$ cat config.mk
export PLATFORM = sky130hd
export DESIGN_NAME = axi4_lite_subordinate_flat
export DESIGN_NICKNAME = d
export VERILOG_FILES = /design/src/rtl/axi4_lite.sv /design/src/rtl/axi4_lite_subordinate.sv /design/src/flat_wrapper.sv
export SDC_FILE = /design/constraint.sdc
export NUM_CORES = 1
export LEC_CHECK = 0
export ABC_AREA = 0
export BUFFER_PORTS_ARGS = -buffer_cell sky130_fd_sc_hd__buf_2
export CORE_UTILIZATION = 35
export CTS_BUF_LIST = sky130_fd_sc_hd__clkbuf_8 sky130_fd_sc_hd__clkbuf_16
export DETAILED_ROUTE_END_ITERATION = 12
export PLACE_DENSITY = 0.67
export SLEW_MARGIN = 40
export SYNTH_ARGS = -nofsm -noshare
export SYNTH_HDL_FRONTEND = slang
export SYNTH_SLANG_ARGS = --single-unit
$ cat constraint.sdc
create_clock -name clk -period 2 [get_ports clk]
set_input_delay 0.6 -clock clk [delete_from_list [all_inputs] [get_ports clk]]
set_output_delay 0.6 -clock clk [all_outputs]
set_load 0.05 [all_outputs]
$ cat src/rtl/axi4_lite.sv
// AXI4-Lite channel bundle shared by managers and subordinates.
interface axi4_lite #(
  parameter int unsigned ADDR_WIDTH = 32,
  parameter int unsigned DATA_WIDTH = 32
) ();
  logic                    awvalid;
  logic                    awready;
  logic [ADDR_WIDTH-1:0]   awaddr;
  logic                    wvalid;
  logic                    wready;
  logic [DATA_WIDTH-1:0]   wdata;
  logic [DATA_WIDTH/8-1:0] wstrb;
  logic                    bvalid;
  logic                    bready;
  logic [1:0]              bresp;
  logic                    arvalid;
  logic                    arready;
  logic [ADDR_WIDTH-1:0]   araddr;
  logic                    rvalid;
  logic                    rready;
  logic [DATA_WIDTH-1:0]   rdata;
  logic [1:0]              rresp;

  modport manager (
    output awvalid, awaddr, wvalid, wdata, wstrb, bready, arvalid, araddr, rready,
    input  awready, wready, bvalid, bresp, arready, rvalid, rdata, rresp
  );

  modport subordinate (
    input  awvalid, awaddr, wvalid, wdata, wstrb, bready, arvalid, araddr, rready,
    output awready, wready, bvalid, bresp, arready, rvalid, rdata, rresp
  );
endinterface

$ cat src/rtl/axi4_lite_subordinate.sv
// AXI4-Lite subordinate: decodes one address window and turns each bus transaction
// into a single held request on a native device port, with device timeout.
module axi4_lite_subordinate #(
  parameter int unsigned           WIDTH      = 32,
  parameter int unsigned           ADDR_WIDTH = 32,
  parameter logic [ADDR_WIDTH-1:0] BASE_ADDR  = '0,
  parameter logic [ADDR_WIDTH:0]   SIZE       = 4096,
  parameter int unsigned           TIMEOUT    = 16
) (
  input  logic                  clk,
  input  logic                  rst_n,
  axi4_lite.subordinate         axi_s,
  output logic                  dev_rd_en,
  output logic                  dev_wr_en,
  output logic [ADDR_WIDTH-1:0] dev_addr,
  output logic [WIDTH-1:0]      dev_wr_data,
  output logic [WIDTH/8-1:0]    dev_wr_strobe,
  input  logic [WIDTH-1:0]      dev_rd_data,
  input  logic                  dev_ack,
  input  logic                  dev_err
);

  localparam logic [1:0] RespOkay   = 2'b00;
  localparam logic [1:0] RespSlverr = 2'b10;
  localparam logic [1:0] RespDecerr = 2'b11;

  localparam int unsigned    CntW    = (TIMEOUT > 1) ? $clog2(TIMEOUT) : 1;
  localparam logic [CntW-1:0] CntLast = CntW'(TIMEOUT - 1);

  typedef enum logic [2:0] {
    StIdle, StAwWait, StWWait, StDevWr, StDevRd, StBresp, StRresp
  } state_e;

  state_e                  state_q;
  logic                    prio_wr_q;
  logic [CntW-1:0]         cnt_q;
  logic                    aw_win_q;
  logic [ADDR_WIDTH-1:0]   addr_q;
  logic [WIDTH-1:0]        wdata_q;
  logic [WIDTH/8-1:0]      wstrb_q;
  logic                    rd_en_q;
  logic                    wr_en_q;
  logic                    bvalid_q;
  logic                    rvalid_q;
  logic [1:0]              bresp_q;
  logic [1:0]              rresp_q;
  logic [WIDTH-1:0]        rdata_q;

  logic arready, awready, wready;
  logic ar_hs, aw_hs, w_hs;
  logic wr_go, wr_win;

  function automatic logic in_window(input logic [ADDR_WIDTH-1:0] addr);
    logic [ADDR_WIDTH-1:0] off;
    off = addr - BASE_ADDR;
    return {1'b0, off} < SIZE;
  endfunction

  // Read/write arbitration lives only in idle; the wait states accept only the missing channel.
  always_comb begin
    arready = 1'b0;
    awready = 1'b0;
    wready  = 1'b0;
    if (rst_n) begin
      case (state_q)
        StIdle: begin
          if (prio_wr_q) begin
            awready = 1'b1;
            wready  = 1'b1;
            arready = ~(axi_s.awvalid | axi_s.wvalid);
          end else begin
            arready = 1'b1;
            awready = ~axi_s.arvalid;
            wready  = ~axi_s.arvalid;
          end
        end
        StAwWait: awready = 1'b1;
        StWWait:  wready  = 1'b1;
        default: ;
      endcase
    end
  end

  assign ar_hs = axi_s.arvalid & arready;
  assign aw_hs = axi_s.awvalid & awready;
  assign w_hs  = axi_s.wvalid & wready;

  always_comb begin
    wr_go  = 1'b0;
    wr_win = aw_win_q;
    case (state_q)
      StIdle: begin
        wr_go  = aw_hs & w_hs;
        wr_win = in_window(axi_s.awaddr);
      end
      StAwWait: begin
        wr_go  = aw_hs;
        wr_win = in_window(axi_s.awaddr);
      end
      StWWait: wr_go = w_hs;
      default: ;
    endcase
  end

  always_ff @(posedge clk or negedge rst_n) begin
    if (!rst_n) begin
      state_q   <= StIdle;
      prio_wr_q <= 1'b0;
      cnt_q     <= '0;
      aw_win_q  <= 1'b0;
      addr_q    <= '0;
      wdata_q   <= '0;
      wstrb_q   <= '0;
      rd_en_q   <= 1'b0;
      wr_en_q   <= 1'b0;
      bvalid_q  <= 1'b0;
      rvalid_q  <= 1'b0;
      bresp_q   <= RespOkay;
      rresp_q   <= RespOkay;
      rdata_q   <= '0;
    end else begin
      if (ar_hs) begin
        addr_q <= axi_s.araddr - BASE_ADDR;
      end
      if (aw_hs) begin
        addr_q   <= axi_s.awaddr - BASE_ADDR;
        aw_win_q <= in_window(axi_s.awaddr);
      end
      if (w_hs) begin
        wdata_q <= axi_s.wdata;
        wstrb_q <= axi_s.wstrb;
      end

      unique case (state_q)
        StIdle: begin
          if (ar_hs) begin
            if (in_window(axi_s.araddr)) begin
              state_q <= StDevRd;
              rd_en_q <= 1'b1;
              cnt_q   <= '0;
            end else begin
              state_q  <= StRresp;
              rvalid_q <= 1'b1;
              rresp_q  <= RespDecerr;
              rdata_q  <= '0;
            end
          end else if (aw_hs && !w_hs) begin
            state_q <= StWWait;
          end else if (w_hs && !aw_hs) begin
            state_q <= StAwWait;
          end
        end
        StAwWait, StWWait: ;
        StDevRd: begin
          if (dev_ack) begin
            state_q  <= StRresp;
            rd_en_q  <= 1'b0;
            rvalid_q <= 1'b1;
            rresp_q  <= dev_err ? RespSlverr : RespOkay;
            rdata_q  <= dev_err ? '0 : dev_rd_data;
          end else if (cnt_q == CntLast) begin
            state_q  <= StRresp;
            rd_en_q  <= 1'b0;
            rvalid_q <= 1'b1;
            rresp_q  <= RespSlverr;
            rdata_q  <= '0;
          end else begin
            cnt_q <= cnt_q + 1'b1;
          end
        end
        StDevWr: begin
          if (dev_ack || cnt_q == CntLast) begin
            state_q  <= StBresp;
            wr_en_q  <= 1'b0;
            bvalid_q <= 1'b1;
            bresp_q  <= (dev_ack && !dev_err) ? RespOkay : RespSlverr;
          end else begin
            cnt_q <= cnt_q + 1'b1;
          end
        end
        StBresp: begin
          if (axi_s.bready) begin
            state_q   <= StIdle;
            bvalid_q  <= 1'b0;
            prio_wr_q <= 1'b0;
          end
        end
        StRresp: begin
          if (axi_s.rready) begin
            state_q   <= StIdle;
            rvalid_q  <= 1'b0;
            prio_wr_q <= 1'b1;
          end
        end
        default: state_q <= StIdle;
      endcase

      // Write collection completes from idle or either wait state.
      if (wr_go) begin
        if (wr_win) begin
          state_q <= StDevWr;
          wr_en_q <= 1'b1;
          cnt_q   <= '0;
        end else begin
          state_q  <= StBresp;
          bvalid_q <= 1'b1;
          bresp_q  <= RespDecerr;
        end
      end
    end
  end

  assign axi_s.arready = arready;
  assign axi_s.awready = awready;
  assign axi_s.wready  = wready;
  assign axi_s.bvalid  = bvalid_q;
  assign axi_s.bresp   = bresp_q;
  assign axi_s.rvalid  = rvalid_q;
  assign axi_s.rresp   = rresp_q;
  assign axi_s.rdata   = rdata_q;

  assign dev_rd_en     = rd_en_q;
  assign dev_wr_en     = wr_en_q;
  assign dev_addr      = addr_q;
  assign dev_wr_data   = wdata_q;
  assign dev_wr_strobe = wstrb_q;

endmodule

$ cat src/flat_wrapper.sv
// flat-port wrapper written by rule: the top's interface ports become plain ports
module axi4_lite_subordinate_flat 
#(
  parameter int unsigned           WIDTH      = 32,
  parameter int unsigned           ADDR_WIDTH = 32,
  parameter logic [ADDR_WIDTH-1:0] BASE_ADDR  = '0,
  parameter logic [ADDR_WIDTH:0]   SIZE       = 4096,
  parameter int unsigned           TIMEOUT    = 16
)
  (clk, rst_n, dev_rd_en, dev_wr_en, dev_addr, dev_wr_data, dev_wr_strobe, dev_rd_data, dev_ack, dev_err, axi_s_awvalid, axi_s_awaddr, axi_s_wvalid, axi_s_wdata, axi_s_wstrb, axi_s_bready, axi_s_arvalid, axi_s_araddr, axi_s_rready, axi_s_awready, axi_s_wready, axi_s_bvalid, axi_s_bresp, axi_s_arready, axi_s_rvalid, axi_s_rdata, axi_s_rresp);
  axi4_lite #(.ADDR_WIDTH(ADDR_WIDTH), .DATA_WIDTH(32)) axi_s_i ();
  input  logic clk;
  input  logic rst_n;
  output logic dev_rd_en;
  output logic dev_wr_en;
  output logic [ADDR_WIDTH-1:0] dev_addr;
  output logic [WIDTH-1:0] dev_wr_data;
  output logic [WIDTH/8-1:0] dev_wr_strobe;
  input  logic [WIDTH-1:0] dev_rd_data;
  input  logic dev_ack;
  input  logic dev_err;
  input wire logic [$bits(axi_s_i.awvalid)-1:0] axi_s_awvalid;
  input wire logic [$bits(axi_s_i.awaddr)-1:0] axi_s_awaddr;
  input wire logic [$bits(axi_s_i.wvalid)-1:0] axi_s_wvalid;
  input wire logic [$bits(axi_s_i.wdata)-1:0] axi_s_wdata;
  input wire logic [$bits(axi_s_i.wstrb)-1:0] axi_s_wstrb;
  input wire logic [$bits(axi_s_i.bready)-1:0] axi_s_bready;
  input wire logic [$bits(axi_s_i.arvalid)-1:0] axi_s_arvalid;
  input wire logic [$bits(axi_s_i.araddr)-1:0] axi_s_araddr;
  input wire logic [$bits(axi_s_i.rready)-1:0] axi_s_rready;
  output wire logic [$bits(axi_s_i.awready)-1:0] axi_s_awready;
  output wire logic [$bits(axi_s_i.wready)-1:0] axi_s_wready;
  output wire logic [$bits(axi_s_i.bvalid)-1:0] axi_s_bvalid;
  output wire logic [$bits(axi_s_i.bresp)-1:0] axi_s_bresp;
  output wire logic [$bits(axi_s_i.arready)-1:0] axi_s_arready;
  output wire logic [$bits(axi_s_i.rvalid)-1:0] axi_s_rvalid;
  output wire logic [$bits(axi_s_i.rdata)-1:0] axi_s_rdata;
  output wire logic [$bits(axi_s_i.rresp)-1:0] axi_s_rresp;
  assign axi_s_i.awvalid = axi_s_awvalid;
  assign axi_s_i.awaddr = axi_s_awaddr;
  assign axi_s_i.wvalid = axi_s_wvalid;
  assign axi_s_i.wdata = axi_s_wdata;
  assign axi_s_i.wstrb = axi_s_wstrb;
  assign axi_s_i.bready = axi_s_bready;
  assign axi_s_i.arvalid = axi_s_arvalid;
  assign axi_s_i.araddr = axi_s_araddr;
  assign axi_s_i.rready = axi_s_rready;
  assign axi_s_awready = axi_s_i.awready;
  assign axi_s_wready = axi_s_i.wready;
  assign axi_s_bvalid = axi_s_i.bvalid;
  assign axi_s_bresp = axi_s_i.bresp;
  assign axi_s_arready = axi_s_i.arready;
  assign axi_s_rvalid = axi_s_i.rvalid;
  assign axi_s_rdata = axi_s_i.rdata;
  assign axi_s_rresp = axi_s_i.rresp;
  axi4_lite_subordinate #(.WIDTH(WIDTH), .ADDR_WIDTH(ADDR_WIDTH), .BASE_ADDR(BASE_ADDR), .SIZE(SIZE), .TIMEOUT(TIMEOUT)) u_core (.clk(clk), .rst_n(rst_n), .axi_s(axi_s_i), .dev_rd_en(dev_rd_en), .dev_wr_en(dev_wr_en), .dev_addr(dev_addr), .dev_wr_data(dev_wr_data), .dev_wr_strobe(dev_wr_strobe), .dev_rd_data(dev_rd_data), .dev_ack(dev_ack), .dev_err(dev_err));
endmodule
==> impl_metrics.py <==
metrics = {
    "place": {
        "hpwl_um": 10800,
        "gp_congestion": 0.830,
        "dp_slack_ns": -0.346,
        "io_buffers": 251,
    },
    "power": {
        "power_mw": 14.6,
        "p_per_area_nw_per_um2": 1930,
        "peakVddDrop_uv": 953,
        "leakagePower_nw": 4.18,
    },
    "cts": {
        "clk_latency_ns": 0.41,
        "cts_max_path_buffers": 2,
        "h-tree-depth": 4,
        "cts_tree": "yes",
        "clockRootBuffer": "clkbuf_16",
        "cts_made_buffers": 17,
        "cts.clk_slew.worst_paths_ns": 0.06,
        "cts_sinks": 117,
    },
    "grt": {
        "grt_start_max_net_pins": 48,
        "grt_pass1_vias": 4780,
        "grt_pass1_wl_um": 23200,
        "grtUsageTotal_pct": 20.4,
        "globalRouteOverflowTotal": 0,
        "grt_antenna_before_repair": 3,
    },
    "timing": {
        "period_share_pct": 108,
        "setup_viol": 3,
        "max-slew-margin-rel_pct": 61.5,
        "max_freq_mhz": 461,
        "hold_slack_ns": 0.177,
        "drv_slew": 0,
        "finalHoldViolations": 0,
        "skew_ns": 0.00881,
        "rsz0062_at_grt": "true",
        "period_needed_ns": 2.17,
        "setup_tns_ns": -0.473,
        "finalWorstSetupSlack_ns": -0.167,
        "worst_pin_slew_ns": 0.577,
    },
    "cells_and_area": {
        "post-route-util_pct": 54.6,
        "multi_input_area_sq_um": 1980,
        "fill_cells": 1256,
        "syn2layout_area_growth_pct": 51.8,
        "regArea_sq_um": 2930,
        "nets": 941,
        "layout-drive-gt1-share_pct": 45.6,
    },
    "detailed_routing": {
        "drc": 0,
        "drtPass1Iterations": 5,
        "vias_per_cell": 4.92,
        "final_antenna_net_count": 0,
        "drt_iter0_markers": 227,
        "routed_wl_um": 14700,
        "via_count": 4893,
        "routedWlPerCell_um": 14.8,
    },
    "worst_setup_path": {
        "reg2reg_slack_ns": 0.06,
        "cp-start-kind": "flip-flop",
        "crit_family": "simple AND/OR/NAND/NOR gates",
        "cp_max_fo": 4,
        "crit_buf_inv": 1,
        "critPathCaptureType": "output port",
        "slowest_delay_ns": 0.42,
        "arrival_ns": 1.57,
        "r2r-end": "u_core.state_q[2]$_DFFE_PN0P_",
        "cpMaxStageDelayCell": "dfrtp_1",
        "ff2ff_path_depth": 7,
        "cp_cell_sequence": "or3b_4, and3_4, buf_8",
        "r2r_start": "u_core.prio_wr_q$_DFFE_PN0P_",
        "crit_type": "reg2out",
        "crit_required_ns": 1.40,
    },
    "floorplanning": {
        "die-width_um": 121,
        "floorplan.initialDensity_pct": 35.9,
        "die_h_um": 121,
        "std_cell_rows": 43,
        "io_pins": 252,
        "coreArea_sq_um": 13900,
        "die_area_sq_um": 14700,
    },
    "synthesis": {
        "synthesis.nets": 643,
        "synthCells": 501,
        "synth_top_area_share_pct": 58.7,
        "synth.cell_area_sq_um": 4990,
        "synth.avg_cell_area_sq_um": 9.96,
        "synthTopCellsByArea": "dfrtp_1 59%, nand2_1 14%, a22o_1 5.8%",
        "synth_edf_count": 0,
        "ys_ff_latch": 117,
        "async_reset_ff_share_pct": 100,
        "ys_seq_area_share_pct": 58.7,
        "synth_top_cell_by_area": "dfrtp_1",
        "ys_types": 51,
        "yosysWarnings": 0,
        "ys.flop_type": "dfrtp_1",
    },
    "outcome": {
        "status": "complete, but fails checks",
        "violations": "negative setup slack",
    },
    "run": {
        "cap_viol_max_count": 0,
    },
    "min_path": {
        "min_path_type": "in2async",
    },
}
[registers in the layout, indices dropped and copies added (netlist names)]
| register | cells |
|---|---|
| u_core.aw_win_q | 1 |
| u_core.axi_s.bresp | 2 |
| u_core.axi_s.rvalid | 1 |
| u_core.axi_s.bvalid | 1 |
| u_core.dev_wr_en | 1 |
| u_core.dev_wr_strobe | 4 |
| u_core.prio_wr_q | 1 |
| u_core.cnt_q | 4 |
| u_core.dev_addr | 32 |
| u_core.dev_rd_en | 1 |
| u_core.dev_wr_data | 32 |
| u_core.axi_s.rresp | 2 |
| u_core.axi_s.rdata | 32 |
| u_core.state_q | 3 |
[cell families (layout without fill, tap and decap cells)]
logic type	Yosys count	after routing	share of synthesized area, %
compound gates	107	107	16.7
simple gates	239	239	20.5
other cells	0	3	0
flops	117	117	58.7
buf+inv	35	346	3.39
mux	2	2	0.451
fa+ha+maj	1	1	0.251
[per-layer routing]
layer	GRT usage (%)	vias to the layer above	wire (um)
li1	-	2347	-
met1	25.2	2322	6260
met2	32.8	202	7300
met3	6.11	22	1020
met4	8.80	0	165
met5	0	-	0
[worst max path at each step]
stage                                             start                           endpoint  slack [ns]  cells past startpoint
after global placement                 axi_s_awaddr[24]          u_core.cnt_q[1]$_DFF_PN0_       -0.32                      7
after floorplan                        axi_s_araddr[13]  u_core.axi_s.rresp[1]$_DFFE_PN0P_       -0.01                      6
after global routing       u_core.prio_wr_q$_DFFE_PN0P_                       axi_s_wready       -0.22                      3
final                      u_core.prio_wr_q$_DFFE_PN0P_                       axi_s_wready       -0.17                      3
after detailed placement               axi_s_awaddr[24]          u_core.cnt_q[1]$_DFF_PN0_       -0.35                      7
after CTS                 u_core.state_q[0]$_DFFE_PN0P_                      axi_s_awready       -0.18                      3
[synth_stat cells, types with 2 or more instances]
library cell,n
or3b_1,2
a22o_1,33
mux2_2,2
dfrtp_1,117
nand4_1,3
o21ai_0,4
o21ai_1,3
buf_1,4
a31oi_1,2
nor2_1,11
a21oi_1,12
and2_1,2
inv_1,5
nor4_1,9
or2_2,2
nor2b_1,2
clkbuf_1,14
nand2_1,190
and3_1,3
a21o_1,4
buf_2,6
nand3_1,5
buf_6,2
buf_4,4
a22oi_1,33
and4_1,2
[cell type report]
type	count	area share [%]
multi-input cells	349	26.2
clock inverters	14	2.66
inverters	5	0.248
well taps	180	2.97
flip-flops and latches	117	38.7
repair buffers	309	23.3
clock buffers	18	5.80
diodes	3	0.0991
[cells in the final DEF (no fill, tap or decap), types with 5 or more instances in the layout]
cell type,instances
a22o_1,33
a22oi_1,32
nand2_1,190
dfrtp_1,114
inv_1,5
buf_4,54
nand3_1,5
clkbuf_16,17
buf_2,247
clkinvlp_4,5
nor2_1,8
a21oi_1,10
nor4_1,8
[what timing repair did]
| item | CTS | global route |
|---|---|---|
| endpoints found under the hold margin | 1 | 0 |
| pin swaps | 5 | 9 |
| resized for setup | 14 | 11 |
| buffers inserted | 7 | 3 |
| hold buffers | 1 | 0 |
| endpoints found under the setup margin | 3 | 12 |
[through the flow]
stage               area, sq um  instances
floorplan                  5020        501
global placement           6750        950
detailed placement         6750        950
CTS                        7490        990
global route               7570        994
finish                     7570        995
[report_power, final]
group / switching, mW / internal [mW]
clock: 1.14 / 2.13
sequential: 0.599 / 3.40
combinational: 5.34 / 2.03
total: 7.08 / 7.56
Power figures use the tool's default switching activity.
